$ cat config.mk
export PLATFORM = sky130hd
export DESIGN_NAME = shift_stream_stage
export DESIGN_NICKNAME = d
export VERILOG_FILES = /design/src/rtl/shift_stream_pkg.sv /design/src/rtl/shift_core.sv /design/src/rtl/shift_stream_stage.sv
export SDC_FILE = /design/constraint.sdc
export NUM_CORES = 1
export LEC_CHECK = 0
export ABC_CLOCK_PERIOD_IN_PS = 5200
export CAP_MARGIN = 20
export CELL_PAD_IN_SITES_DETAIL_PLACEMENT = 1
export CELL_PAD_IN_SITES_GLOBAL_PLACEMENT = 1
export CORE_ASPECT_RATIO = 1.25
export CORE_MARGIN = 5
export CORE_UTILIZATION = 41
export DETAILED_ROUTE_END_ITERATION = 10
export PLACE_DENSITY_LB_ADDON = 0.1
export SLEW_MARGIN = 10
export SYNTH_ARGS = -nofsm -noshare
export SYNTH_HDL_FRONTEND = slang
export SYNTH_HIERARCHICAL = 1
export SYNTH_SLANG_ARGS = --single-unit
$ cat constraint.sdc
create_clock -name clk -period 5.2 [get_ports clk]
set_input_delay 1.04 -clock clk [delete_from_list [all_inputs] [get_ports clk]]
set_output_delay 1.04 -clock clk [all_outputs]
set_load 0.05 [all_outputs]
$ cat src/rtl/shift_stream_pkg.sv
// +----------------------------------------------------------------------------+
// | Module      : shift_stream_pkg                                             |
// | Description : Shared types and constants for the pipelined shift stage.   |
// | Revision    : 1.0 - initial release                                        |
// +----------------------------------------------------------------------------+
`default_nettype none

package shift_stream_pkg;

  // Shift operation select carried alongside each operand.
  typedef enum logic [1:0] {
    SHIFT_LSL = 2'b00,  // logical left, zero fill
    SHIFT_LSR = 2'b01,  // logical right, zero fill
    SHIFT_ASR = 2'b10,  // arithmetic right, sign fill
    SHIFT_ROL = 2'b11   // rotate left
  } shift_mode_e;

  // Width of the completed-operation counter.
  localparam int OPCNT_W = 16;

endpackage : shift_stream_pkg

`default_nettype wire

$ cat src/rtl/shift_core.sv
// +----------------------------------------------------------------------------+
// | Module      : shift_core                                                   |
// | Description : Combinational barrel shifter built from log2(WIDTH) mux      |
// |               stages; stage k shifts by 2**k when amt[k] is set.           |
// | Revision    : 1.0 - initial release                                        |
// +----------------------------------------------------------------------------+
`default_nettype none

module shift_core
  import shift_stream_pkg::*;
#(
  parameter int WIDTH = 8,
  parameter int AMT_W = $clog2(WIDTH)
) (
  input  logic [WIDTH-1:0] data,
  input  logic [AMT_W-1:0] amt,
  input  shift_mode_e      mode,
  output logic [WIDTH-1:0] result
);

  // w_stage[0] is the operand, w_stage[AMT_W] the fully shifted word.
  logic [AMT_W:0][WIDTH-1:0] w_stage;

  assign w_stage[0] = data;

  generate
    for (genvar k = 0; k < AMT_W; k++) begin : g_stage
      localparam int SH = 1 << k;

      logic [WIDTH-1:0] w_cur;
      logic [WIDTH-1:0] w_shifted;

      assign w_cur = w_stage[k];

      // Shift by this stage's fixed power-of-two distance. For ASR the MSB
      // is preserved through every stage, so the fill always equals the
      // original operand's sign bit.
      always_comb begin
        w_shifted = w_cur;
        case (mode)
          SHIFT_LSL: w_shifted = w_cur << SH;
          SHIFT_LSR: w_shifted = w_cur >> SH;
          SHIFT_ASR: w_shifted = $unsigned($signed(w_cur) >>> SH);
          SHIFT_ROL: w_shifted = (w_cur << SH) | (w_cur >> (WIDTH - SH));
          default:   w_shifted = w_cur;
        endcase
      end

      assign w_stage[k+1] = amt[k] ? w_shifted : w_cur;
    end
  endgenerate

  assign result = w_stage[AMT_W];

endmodule : shift_core

`default_nettype wire

$ cat src/rtl/shift_stream_stage.sv
// +----------------------------------------------------------------------------+
// | Module      : shift_stream_stage                                           |
// | Description : Two-stage valid/ready shift pipeline. S1 holds the accepted  |
// |               operand, S2 holds the registered result. Counts completed   |
// |               output handshakes.                                           |
// | Revision    : 1.0 - initial release                                        |
// +----------------------------------------------------------------------------+
`default_nettype none

module shift_stream_stage
  import shift_stream_pkg::*;
#(
  parameter int WIDTH = 8,
  parameter int AMT_W = $clog2(WIDTH)
) (
  input  logic               clk,
  input  logic               rst,
  input  logic               in_valid,
  output logic               in_ready,
  input  logic [WIDTH-1:0]   in_data,
  input  logic [AMT_W-1:0]   in_amt,
  input  logic [1:0]         in_mode,
  output logic               out_valid,
  input  logic               out_ready,
  output logic [WIDTH-1:0]   out_data,
  output logic               out_zero,
  output logic [OPCNT_W-1:0] op_count,
  output logic               busy
);

  // Stage 1: accepted operand
  logic               r_s1_valid;
  logic [WIDTH-1:0]   r_s1_data;
  logic [AMT_W-1:0]   r_s1_amt;
  shift_mode_e        r_s1_mode;

  // Stage 2: registered result
  logic               r_s2_valid;
  logic [WIDTH-1:0]   r_s2_data;
  logic               r_s2_zero;

  logic [OPCNT_W-1:0] r_op_count;

  logic               w_s2_load;
  logic               w_s1_load;
  logic               w_in_hs;
  logic               w_out_hs;
  logic [WIDTH-1:0]   w_result;

  // S2 can take a new value when it is empty or its content leaves this
  // cycle. S1 can take a new operand when it is empty or when S2 loads; an
  // S2 load always drains a full S1, so the "S2 loads from S1" qualifier
  // reduces to w_s2_load. in_valid never participates, keeping in_ready
  // free of a combinational path from the producer.
  assign w_s2_load = !r_s2_valid || out_ready;
  assign w_s1_load = !r_s1_valid || w_s2_load;
  assign w_in_hs   = in_valid && w_s1_load;
  assign w_out_hs  = r_s2_valid && out_ready;

  shift_core #(
    .WIDTH (WIDTH),
    .AMT_W (AMT_W)
  ) u_core (
    .data   (r_s1_data),
    .amt    (r_s1_amt),
    .mode   (r_s1_mode),
    .result (w_result)
  );

  // S1: capture the operand on an input handshake, otherwise empty once drained.
  always_ff @(posedge clk) begin
    if (rst) begin
      r_s1_valid <= 1'b0;
      r_s1_data  <= '0;
      r_s1_amt   <= '0;
      r_s1_mode  <= SHIFT_LSL;
    end else if (w_in_hs) begin
      r_s1_valid <= 1'b1;
      r_s1_data  <= in_data;
      r_s1_amt   <= in_amt;
      r_s1_mode  <= shift_mode_e'(in_mode);
    end else if (w_s2_load) begin
      r_s1_valid <= 1'b0;
    end
  end

  // S2: take the shifted word when it may load; payload holds otherwise so
  // out_data/out_zero stay stable under backpressure.
  always_ff @(posedge clk) begin
    if (rst) begin
      r_s2_valid <= 1'b0;
      r_s2_data  <= '0;
      r_s2_zero  <= 1'b0;
    end else if (w_s2_load) begin
      r_s2_valid <= r_s1_valid;
      if (r_s1_valid) begin
        r_s2_data <= w_result;
        r_s2_zero <= (w_result == '0);
      end
    end
  end

  // Count completed output handshakes, wrapping naturally at the counter width.
  always_ff @(posedge clk) begin
    if (rst) begin
      r_op_count <= '0;
    end else if (w_out_hs) begin
      r_op_count <= r_op_count + 1'b1;
    end
  end

  assign in_ready  = w_s1_load;
  assign out_valid = r_s2_valid;
  assign out_data  = r_s2_data;
  assign out_zero  = r_s2_zero;
  assign op_count  = r_op_count;
  assign busy      = r_s1_valid || r_s2_valid;

endmodule : shift_stream_stage

`default_nettype wire

# After elaboration in Yosys (flattened, before gate mapping)

Index checks and enable logic that the tools add are counted.

Register bits after elaboration: 40
Input port bits: 17
Output and inout port bits: 28
Logic and storage cells: 34

Add/sub/neg operators: 1
Equality and inequality tests: 3
Multiplexer cells: 8
Bitwise logic cells: 3
Reduce and logical (&&, ||, !) cells: 11

Operator list:

| cell                                                            | count |
|---|---|
| 8-bit one-hot mux with 4 select lines                           | 3 |
| 8-bit two-way mux                                               | 3 |
| 16-bit by 1-bit adder with 16-bit output, second input constant | 1 |
| 8-bit zero test                                                 | 1 |
| 8-bit by 1-bit bitwise OR with 8-bit output                     | 1 |
| 8-bit by 2-bit bitwise OR with 8-bit output                     | 1 |
| 8-bit by 4-bit bitwise OR with 8-bit output                     | 1 |
| 2-bit == test, second input constant                            | 2 |
| 1-bit logical OR                                                | 3 |
| 2-bit by 1-bit == test with 1-bit output, second input constant | 1 |
| 1-bit logical AND                                               | 2 |
| 1-bit zero test                                                 | 2 |
| 2-bit zero test                                                 | 1 |
| 1-bit two-way mux                                               | 2 |
| 2-bit AND reduction                                             | 1 |
| 2-bit nonzero test                                              | 1 |

# Longest topological paths before layout

Gate-level depths: netlist of run 1.

Depth in word-level cells: 10
Mapped depth: 10

# Modules after synthesis

Netlist of run 1, hierarchy kept.

Modules (own cells, without submodules):

| module             | instances | cells an instance | area an instance (um^2) |
|---|---|---|---|
| shift_stream_stage | 1         | 189               | 1596.5 |
| shift_core         | 1         | 113               | 757.0 |

# Least setup slack after synthesis of run 1

Ideal clock, no wire load.

Path type: input port to output port
Start point: input out_ready
End point: output in_ready
Arrival time: 1.876 ns
Slack: 2.284 ns
Stages on the path: 2
Path buffers: 1
Cell sequence: nand3b_1 -> clkbuf_1

Longest elaborated chain between the ends: 2

Ends and longest elaborated chain:

| element          | RTL line                 | text |
|---|---|---|
| from (decl)      | shift_stream_stage.sv:24 | `input logic out_ready,` |
| 1-bit logical OR | shift_stream_stage.sv:55 | `assign w_s2_load = !r_s2_valid \|\| out_ready;` |
| 1-bit logical OR | shift_stream_stage.sv:56 | `assign w_s1_load = !r_s1_valid \|\| w_s2_load;` |
| to (decl)        | shift_stream_stage.sv:19 | `output logic in_ready,` |

Every way passes these cells.

# Final worst setup path of run 1

Same ends and word-level chain as after synthesis.

==> results of run 1 <==
-- report_power, final --
part,switching (mW),internal [mW],leakage (nW)
logic,0.0727,0.0543,0.583
clock network,0.104,0.118,0.0503
registers,0.0223,0.316,0.326
total,0.199,0.489,0.959
-- state kept, by name, summed over array words and instances, names as in the netlist --
name and flops:
r_s1_mode 2, op_count 16, r_s1_data 8, out_zero 1, out_valid 1, r_s1_amt 3, r_s1_valid 1, out_data 8
-- cells by family (layout without fill, tap and decap cells) --
| family | Yosys count | after routing | synth area share |
|---|---|---|---|
| AOI/OAI and AO/OA | 71 | 71 | 0.196 |
| xor gates and xnor gates | 13 | 13 | 0.0548 |
| adders and majority gates | 1 | 1 | 0.00532 |
| buffers and inverters | 29 | 60 | 0.0595 |
| DFF | 40 | 40 | 0.340 |
| muxes | 11 | 11 | 0.0601 |
| and+or+nand+nor | 137 | 137 | 0.284 |
-- stage by stage --
step | cell area (sq um) | instances | hold slack, ns | worst slack, ns
after global routing | 2880 | 397 | 0.481 | 1.24
after global placement | 2780 | 390 | 0.444 | 1.34
after floorplan | 2350 | 302 | 0.435 | 2.28
after CTS | 2880 | 397 | 0.459 | 1.29
final | 2880 | 397 | 0.456 | 1.31
after detailed placement | 2780 | 390 | 0.448 | 1.29
-- worst max-delay path, stage by stage --
cell	delay, ns
clkdlybuf4s50_1	0.61
nand3b_1	0.15
buf_4	0.21
clkdlybuf4s50_1	0.84
-- final timing paths --
| path | depth (start not counted) | startpoint | endpoint | slack (ns) |
|---|---|---|---|---|
| setup / recovery | 4 | out_ready | in_ready | 1.31 |
| hold / removal | 2 | out_data[7] | out_data[7] | 0.46 |
| setup reg to reg | 8 | r_s1_mode[0] | out_zero | 2.50 |
| hold reg to reg | 2 | out_data[7] | out_data[7] | 0.46 |
-- cell usage after synthesis, types with 3 or more instances --
| library cell | count |
|---|---|
| xor2_1 | 7 |
| nand2_1 | 52 |
| a31oi_1 | 3 |
| mux2_2 | 4 |
| xnor2_1 | 4 |
| or3_1 | 4 |
| a221oi_1 | 3 |
| o22ai_1 | 4 |
| nor4_1 | 3 |
| o21ai_0 | 6 |
| nand4_1 | 5 |
| o211ai_1 | 4 |
| clkbuf_1 | 15 |
| nor2b_1 | 3 |
| buf_2 | 4 |
| nand3_1 | 26 |
| dfxtp_1 | 40 |
| inv_1 | 5 |
| a21oi_1 | 32 |
| mux2i_1 | 4 |
| buf_6 | 3 |
| nor2_1 | 25 |
-- layout make-up --
| type | count | share of cell area |
|---|---|---|
| Tap cell | 64 | 0.0279 |
| Timing Repair Buffer | 47 | 0.161 |
| Sequential cell | 40 | 0.279 |
| Inverter | 6 | 0.00783 |
| Clock buffer | 7 | 0.0335 |
| Multi-Input combinational cell | 233 | 0.491 |
-- metal layers --
metal  up-vias  track usage
met2        34        0.339
met4         0       0.0573
li1       1144            -
met1      1088        0.219
met3         9       0.0286
met5         -            0
==> reports/qor.yml, run 1 <==
status:
  status: "finished, final reports clean"
power_and_ir_drop:
  design_power_total_mw: 0.688
  power_density_nw_per_um2: 239
  p_leak_nw: 0.959
  irDropWorstVdd_mv: 0.0971
floorplan:
  core_sq_um: 5520
  dieHeight_um: 94.7
  row_count: 30
  fp.dieArea_sq_um: 7360
  die_w_um: 77.8
  initial_core_util: 0.427
  ios: 45
route:
  routedWlPerCell_um: 16.9
  drc: 0
  m1WireLength_mm: 2.99
  top_layer: "met4"
  vias_per_cell: 5.73
  wl_met3_um: 171
  first_pass_iters: 4
  vias: 2275
  wl_met2_mm: 3.45
  postRouteAntennaNets: 0
  drt-initial-drc-count: 109
  routed_wl_mm: 6.71
synth:
  synthCells: 302
  syn-num-nets: 320
  syn_area_sq_um: 2350
  synthTopCellsByArea: "dfxtp_1, nand2_1, a21oi_1"
  synth-async-reset-ratio: 0
  synth.avg_cell_area_sq_um: 7.79
  seq_area_frac_synth: 0.340
  ys_warn_count: 6
  ys_ff_latch: 40
  synth_top_area_cell: "dfxtp_1"
  synth_edf_count: 0
  synthFlopType: "dfxtp_1"
  synthDistinctLibCells: 61
  synth_top_area_frac: 0.340
cells_and_area:
  antennaDiodeCount: 0
  layout_commonest_cell: "nand2_1"
  drive_gt1_frac: 0.0781
  fill_cells: 676
  mostFrequentLayoutCells: "nand2_1, clkdlybuf4s50_1, dfxtp_1"
  final_util: 0.521
  syn_to_final_growth_pct: 22.2
  final-seq-area_sq_um: 801
  nets: 351
  multi_input_area_sq_um: 1410
grt:
  grt_overflow: 0
  grt_use_total: 0.185
  antenna_found_initial: 0
  grt_pass1_wl_mm: 11.2
  grt_start_max_net_pins: 41
  grt_pass1_vias: 2368
sta:
  setup_viol: 0
  hold_viol: 0
  worst_slew_pin_slew_ns: 0.701
  drv_slew: 0
  min_period_ns: 3.89
  fin_skew_ns: 0.00306
  final.setup.tns_ns: 0
  slew_headroom: 0.532
  finalCritPeriodShare: 0.749
  rsz0062_at_grt: "false"
  max_freq_ghz: 0.257
setup_path:
  cp_data_arrival_time_ns: 2.85
  critical_path_class: "input port to output pin"
  start_kind: "input port"
  critPathMaxFanout: 16
  end_kind: "output pin"
  worstPathRequired_ns: 4.16
clock_network:
  cts_buffer_depth: 2
  ctsHoldBuffers: 0
  path_clk_slew_ns: 0.07
  cts_made_buffers: 5
  clock_latency_ns: 0.28
  h-tree-depth: 2
  cts_sinks: 40
  cts_root_buf: "clkbuf_8"
  post-cts-setup-buffer-count: 0
  post_cts_resized: 0
  cts_tree: "yes"
place:
  port_buffers: 44
  place_congestion: 0.818
  dpl.hpwl_mm: 4.81
worst_hold_path:
  hold_class: "flop to flop"
run:
  maxCapViolations: 0
No activity file was read; power rests on OpenSTA's default activity.
==> run 2, diff against run 1 <==
ABC_CLOCK_PERIOD_IN_PS = 3750   (was 5200)
CORE_UTILIZATION = 38   (was 41)
clock period = 3.75 ns   (was 5.2 ns; I/O delays follow)
==> run 2 against run 1 <==
- clock-buffer cell count up 1
- sequential cell count stayed put
- critical endpoint unchanged
- sequential power grew 39%
- critical path type unchanged
- largest power group unchanged
- die area increased by 7.0%
- wire length is 0.10% lower
- setup slack worse by 0.20 ns
- final cell count up 5.5%
- power rose by 36%
- cell area rose by 0.61%
- hold slack hardly changed
- clock power grew 31%
==> reports/qor.yml, run 2 (synthesis gave the netlist of run 1 again) <==
clock_network:
  cts_root_buf: "clkbuf_8"  # unchanged
  clock_latency_ns: 0.28  # about the same
  path_clk_slew_ns: 0.07  # about the same
  cts_buffer_depth: 2  # unchanged
  h-tree-depth: 2  # unchanged
  cts_sinks: 40  # unchanged
  cts_made_buffers: 5  # unchanged
  post_cts_resized: 0  # unchanged
  cts_tree: "yes"  # unchanged
  ctsHoldBuffers: 0  # unchanged
  post-cts-setup-buffer-count: 0  # unchanged
cells_and_area:
  multi_input_area_sq_um: 1410  # unchanged
  syn_to_final_growth_pct: 22.9  # was 22.2%
  layout_commonest_cell: "nand2_1"  # unchanged
  antennaDiodeCount: 0  # unchanged
  final-seq-area_sq_um: 801  # unchanged
  fill_cells: 753  # was 676
  drive_gt1_frac: 0.0778  # was 0.0781
  final_util: 0.475  # was 0.521
  largest_reg_flops: 16  # unchanged
  nets: 351  # unchanged
  mostFrequentLayoutCells: "nand2_1, clkdlybuf4s50_1, dfxtp_1"  # unchanged
route:
  vias: 2306  # was 2,275
  routed_wl_mm: 6.70  # was 6.71 mm
  drc: 0  # unchanged
  first_pass_iters: 4  # unchanged
  postRouteAntennaNets: 0  # unchanged
  vias_per_cell: 5.50  # was 5.73
  routedWlPerCell_um: 16.0  # was 16.9 um
  drt-initial-drc-count: 71  # was 109
run:
  maxCapViolations: 0  # unchanged
grt:
  grt_overflow: 0  # unchanged
  antenna_found_initial: 0  # unchanged
  grt_pass1_wl_mm: 11.7  # was 11.2 mm
  grt_pass1_vias: 2363  # was 2,368
  grt_use_total: 0.182  # was 0.185
  grt_start_max_net_pins: 41  # unchanged
setup_path:
  start_kind: "input port"  # unchanged
  cp_num_buf_inv: 3  # unchanged
  critical-path-top-delay-family: "buffers and inverters"  # unchanged
  end_kind: "output pin"  # unchanged
  crit_chain: "clkdlybuf4s50_1 > nand3b_1 > buf_4 > buf_4"  # was clkdlybuf4s50_1 > nand3b_1 > buf_4 > clkdlybuf4s50_1
  cpMostUsedCell: "buf_4"  # was clkdlybuf4s50_1
  max_stage_delay_ns: 0.57  # was 0.84 ns
  critPathMaxFanout: 16  # unchanged
  slowest_stage: "clkdlybuf4s50_1"  # unchanged
  critical_path_class: "input port to output pin"  # unchanged
  worstPathRequired_ns: 3.00  # was 4.16 ns
  cp_data_arrival_time_ns: 1.89  # was 2.85 ns
power_and_ir_drop:
  p_leak_nw: 0.954  # was 0.959 nW
  design_power_total_mw: 0.935  # was 0.688 mW
  irDropWorstVdd_mv: 0.159  # was 0.0971 mV
  power_density_nw_per_um2: 323  # was 239 nW/um^2
floorplan:
  core_sq_um: 6090  # was 5520 sq um
  fp.dieArea_sq_um: 7880  # was 7360 sq um
  dieHeight_um: 98.0  # was 94.7 um
  row_count: 32  # was 30
  die_w_um: 80.4  # was 77.8 um
  ios: 45  # unchanged
  initial_core_util: 0.387  # was 0.427
place:
  port_buffers: 44  # unchanged
  dpl.hpwl_mm: 5.00  # was 4.81 mm
  place_congestion: 0.794  # was 0.818
sta:
  final.setup.tns_ns: 0  # unchanged
  fin_skew_ns: 0.00458  # was 0.00306 ns
  drv_slew: 0  # unchanged
  slew_headroom: 0.505  # was 0.532
  max_freq_ghz: 0.378
  worst_slew_pin_slew_ns: 0.741  # was 0.701 ns
  hold_viol: 0  # unchanged
  rsz0062_at_grt: "false"  # unchanged
  setup_viol: 0  # unchanged
  min_period_ns: 2.64
  finalCritPeriodShare: 0.705
worst_hold_path:
  hold_class: "flop to flop"  # unchanged
status:
  status: "finished, final reports clean"  # unchanged
==> run 2: changes by cell type in the layout (fill, tap and decap cells not counted) <==
cell / change
buf_4: +1
clkbuf_1: +2
clkbuf_8: -1
clkdlybuf4s50_1: -1
==> run 2: worst paths after layout <==
check                             startpoint     endpoint  slack [ns]  cells past startpoint
worst max-delay path               out_ready     in_ready        1.11                      4
worst min-delay path             out_data[7]  out_data[7]        0.46                      2
worst max register to register  r_s1_mode[1]     out_zero        1.13                      8
worst min register to register   out_data[7]  out_data[7]        0.46                      2
==> run 2: worst reg2reg max path, stage by stage (launching register included) <==
cell,delay [ns]
dfxtp_1,0.77
xor2_2,0.28
or3_1,0.39
a32oi_2,0.29
o22a_1,0.17
o211ai_1,0.10
nor4_1,0.28
nand4_1,0.12
a21oi_1,0.15
==> run 2: stage by stage <==
stage               cell area, sq um  instances  hold WS [ns]  setup WS (ns)
floorplan                       2350        302         0.435           1.41
global placement                2800        411         0.446           1.12
finish                          2890        419         0.457           1.11
detailed placement              2800        411         0.448           1.11
CTS                             2890        419         0.459           1.10
global route                    2890        419         0.497          0.862
==> run 2: per-layer routing <==
layer | wire length [um] | GRT usage | vias to the layer above
met4 | 159 | 0.0624 | 0
met3 | 193 | 0.0258 | 11
met1 | 2860 | 0.234 | 1100
li1 | - | - | 1147
met5 | 0 | 0 | -
met2 | 3490 | 0.309 | 48
==> run 2: layout make-up <==
type	count	area share
inverters	6	0.00779
well taps	85	0.0368
repair buffers	47	0.159
clock buffers	8	0.0311
flip-flops and latches	40	0.277
multi-input cells	233	0.488
==> run 2: power breakdown <==
part / switching (mW) / internal (mW) / leakage (nW)
clock: 0.140 / 0.150 / 0.0455
combinational: 0.0988 / 0.0752 / 0.583
sequential: 0.0324 / 0.439 / 0.326
total: 0.271 / 0.664 / 0.954
==> run 3, diff against run 2 <==
ABC_CLOCK_PERIOD_IN_PS = 2700   (was 3750)
clock period = 2.7 ns   (was 3.75 ns; I/O delays follow)
==> run 3 against run 2 <==
- hold slack barely moved
- largest power group unchanged
- largest cell class unchanged
- critical path type is now flop to flop
- power rose by 42%
- register-to-register slack got worse by 0.85 ns
- die area did not move
- highest routed layer unchanged
==> reports/qor.yml, run 3 (synthesis gave the netlist of run 1 again) <==
floorplan:
  fp.dieArea_sq_um: 7880  # unchanged
  ios: 45  # unchanged
  row_count: 32  # unchanged
  dieHeight_um: 98.0  # unchanged
  die_w_um: 80.4  # unchanged
  core_sq_um: 6090  # unchanged
  initial_core_util: 0.387  # unchanged
setup_path:
  critical-path-top-delay-family: "flip-flops"  # was buffers and inverters
  slowest_stage: "dfxtp_1"  # was clkdlybuf4s50_1
  max_stage_delay_ns: 0.67  # was 0.57 ns
  end_kind: "flop"  # was output pin
  cp_data_arrival_time_ns: 2.64  # was 1.89 ns
  cp_num_buf_inv: 0  # was 3
  critical_path_class: "flop to flop"  # was input port to output pin
  crit_chain: "xnor2_4 > mux4_2 > a32oi_2 > o22a_1 > o211ai_1 > nor4_1 > nand4_1 > a21oi_1"  # was clkdlybuf4s50_1 > nand3b_1 > buf_4 > buf_4
  start_kind: "flop"  # was input port
  worstPathRequired_ns: 2.91  # was 3.00 ns
  critPathMaxFanout: 12  # was 16
status:
  status: "finished, final reports clean"  # unchanged
clock_network:
  ctsHoldBuffers: 0  # unchanged
  h-tree-depth: 2  # unchanged
  post_cts_resized: 0  # unchanged
  clock_latency_ns: 0.28  # about the same
  path_clk_slew_ns: 0.07  # about the same
  cts_root_buf: "clkbuf_8"  # unchanged
  cts_made_buffers: 5  # unchanged
  post-cts-setup-buffer-count: 0  # unchanged
  cts_tree: "yes"  # unchanged
  cts_buffer_depth: 2  # unchanged
  cts_sinks: 40  # unchanged
grt:
  grt_overflow: 0  # unchanged
  antenna_found_initial: 0  # unchanged
  grt_pass1_wl_mm: 11.6  # was 11.7 mm
  grt_start_max_net_pins: 41  # unchanged
  grt_pass1_vias: 2365  # was 2,363
  grt_use_total: 0.182  # about the same
place:
  port_buffers: 44  # unchanged
  dpl.hpwl_mm: 5.04  # was 5.00 mm
  place_congestion: 0.848  # was 0.794
  place_area_sq_um: 2870  # was 2800 sq um
sta:
  rsz0062_at_grt: "false"  # unchanged
  min_period_ns: 2.42
  final.setup.tns_ns: 0  # unchanged
  fin_skew_ns: 0.00432  # was 0.00458 ns
  worst_slew_pin_slew_ns: 0.689  # was 0.741 ns
  hold_viol: 0  # unchanged
  finalCritPeriodShare: 0.898
  drv_slew: 0  # unchanged
  slew_headroom: 0.540  # was 0.505
  setup_viol: 0  # unchanged
  max_freq_ghz: 0.412
cells_and_area:
  drive_gt1_frac: 0.100  # was 0.0778
  layout_commonest_cell: "nand2_1"  # unchanged
  nets: 358  # was 351
  largest_reg_flops: 16  # unchanged
  mostFrequentLayoutCells: "nand2_1, clkdlybuf4s50_1, dfxtp_1"  # unchanged
  syn_to_final_growth_pct: 26.4  # was 22.9%
  final_cell_area_sq_um: 2980  # was 2890 sq um
  antennaDiodeCount: 0  # unchanged
worst_hold_path:
  hold_class: "flop to flop"  # unchanged
run:
  maxCapViolations: 0  # unchanged
route:
  vias: 2328  # was 2,306
  routedWlPerCell_um: 16.0  # about the same
  drt-initial-drc-count: 63  # was 71
  vias_per_cell: 5.48  # was 5.50
  drc: 0  # unchanged
  postRouteAntennaNets: 0  # unchanged
  first_pass_iters: 4  # unchanged
  routed_wl_mm: 6.80  # was 6.70 mm
power_and_ir_drop:
  power_switching_mw: 0.379  # was 0.271 mW
  power_density_nw_per_um2: 447  # was 323 nW/um^2
  swShare: 0.285  # was 0.290
  intPower_mw: 0.951  # was 0.664 mW
  irDropWorstVdd_mv: 0.202  # was 0.159 mV
  power_frac_seq: 0.485  # was 0.504
  p_leak_nw: 1.00  # was 0.954 nW
  comb_power_share: 0.198  # was 0.186
  p_clk_frac: 0.316  # was 0.310
## run 3: changes by cell type in the layout (fill, tap and decap cells not counted)
cell,before,now
buf_12,0,1
buf_4,4,10
xnor2_4,0,1
xnor2_2,1,0
clkbuf_8,6,7
clkbuf_1,2,0
## run 3: layout make-up
class | count | area, sq um
clock buffers | 7 | 96.3
fillers | 767 | 3110
flip-flops and latches | 40 | 801
repair buffers | 54 | 526
well taps | 85 | 106
multi-input cells | 233 | 1420
inverters | 6 | 22.5
## run 3: stage by stage
stage | utilization | hold WS (ns) | setup WS, ns | instances | power [mW]
5_1_grt | 0.489 | 0.474 | 0.0193 | 425 | 1.41
6_report | 0.489 | 0.456 | 0.275 | 425 | 1.33
3_3_place_gp | 0.471 | 0.445 | 0.328 | 418 | 0.917
4_1_cts | 0.487 | 0.460 | 0.223 | 425 | 1.34
2_1_floorplan | - | 0.435 | 0.666 | 302 | 0.832
3_5_place_dp | 0.471 | 0.449 | 0.241 | 418 | 0.921
## run 3: routing by layer
layer  vias to the layer above  wire length [um]  track usage
met1                      1124              2940        0.222
met3                        10               208       0.0332
met2                        39              3530        0.319
li1                       1155                 -            -
met4                         0               124       0.0572
met5                         -                 0            0
## run 3: final timing paths
kind | startpoint | to | slack, ns | cells after the start
max | r_s1_mode[0] | out_zero | 0.28 | 8
min | out_data[0] | out_data[0] | 0.46 | 2
max reg2reg | r_s1_mode[0] | out_zero | 0.28 | 8
min reg2reg | out_data[0] | out_data[0] | 0.46 | 2
## run 3: worst register-to-register path, cell delays in order (launching register included)
cell	delay (ns)
dfxtp_1	0.67
xnor2_4	0.24
mux4_2	0.37
a32oi_2	0.24
o22a_1	0.17
o211ai_1	0.12
nor4_1	0.31
nand4_1	0.12
a21oi_1	0.13
## run 3: power by group through the flow
stage / clock (mW) / combinational [mW] / sequential [mW]
after floorplan: 0 / 0.168 / 0.664
after global placement: 0 / 0.259 / 0.658
after detailed placement: 0 / 0.263 / 0.659
after CTS: 0.435 / 0.264 / 0.645
after global routing: 0.469 / 0.290 / 0.650
final: 0.421 / 0.264 / 0.646
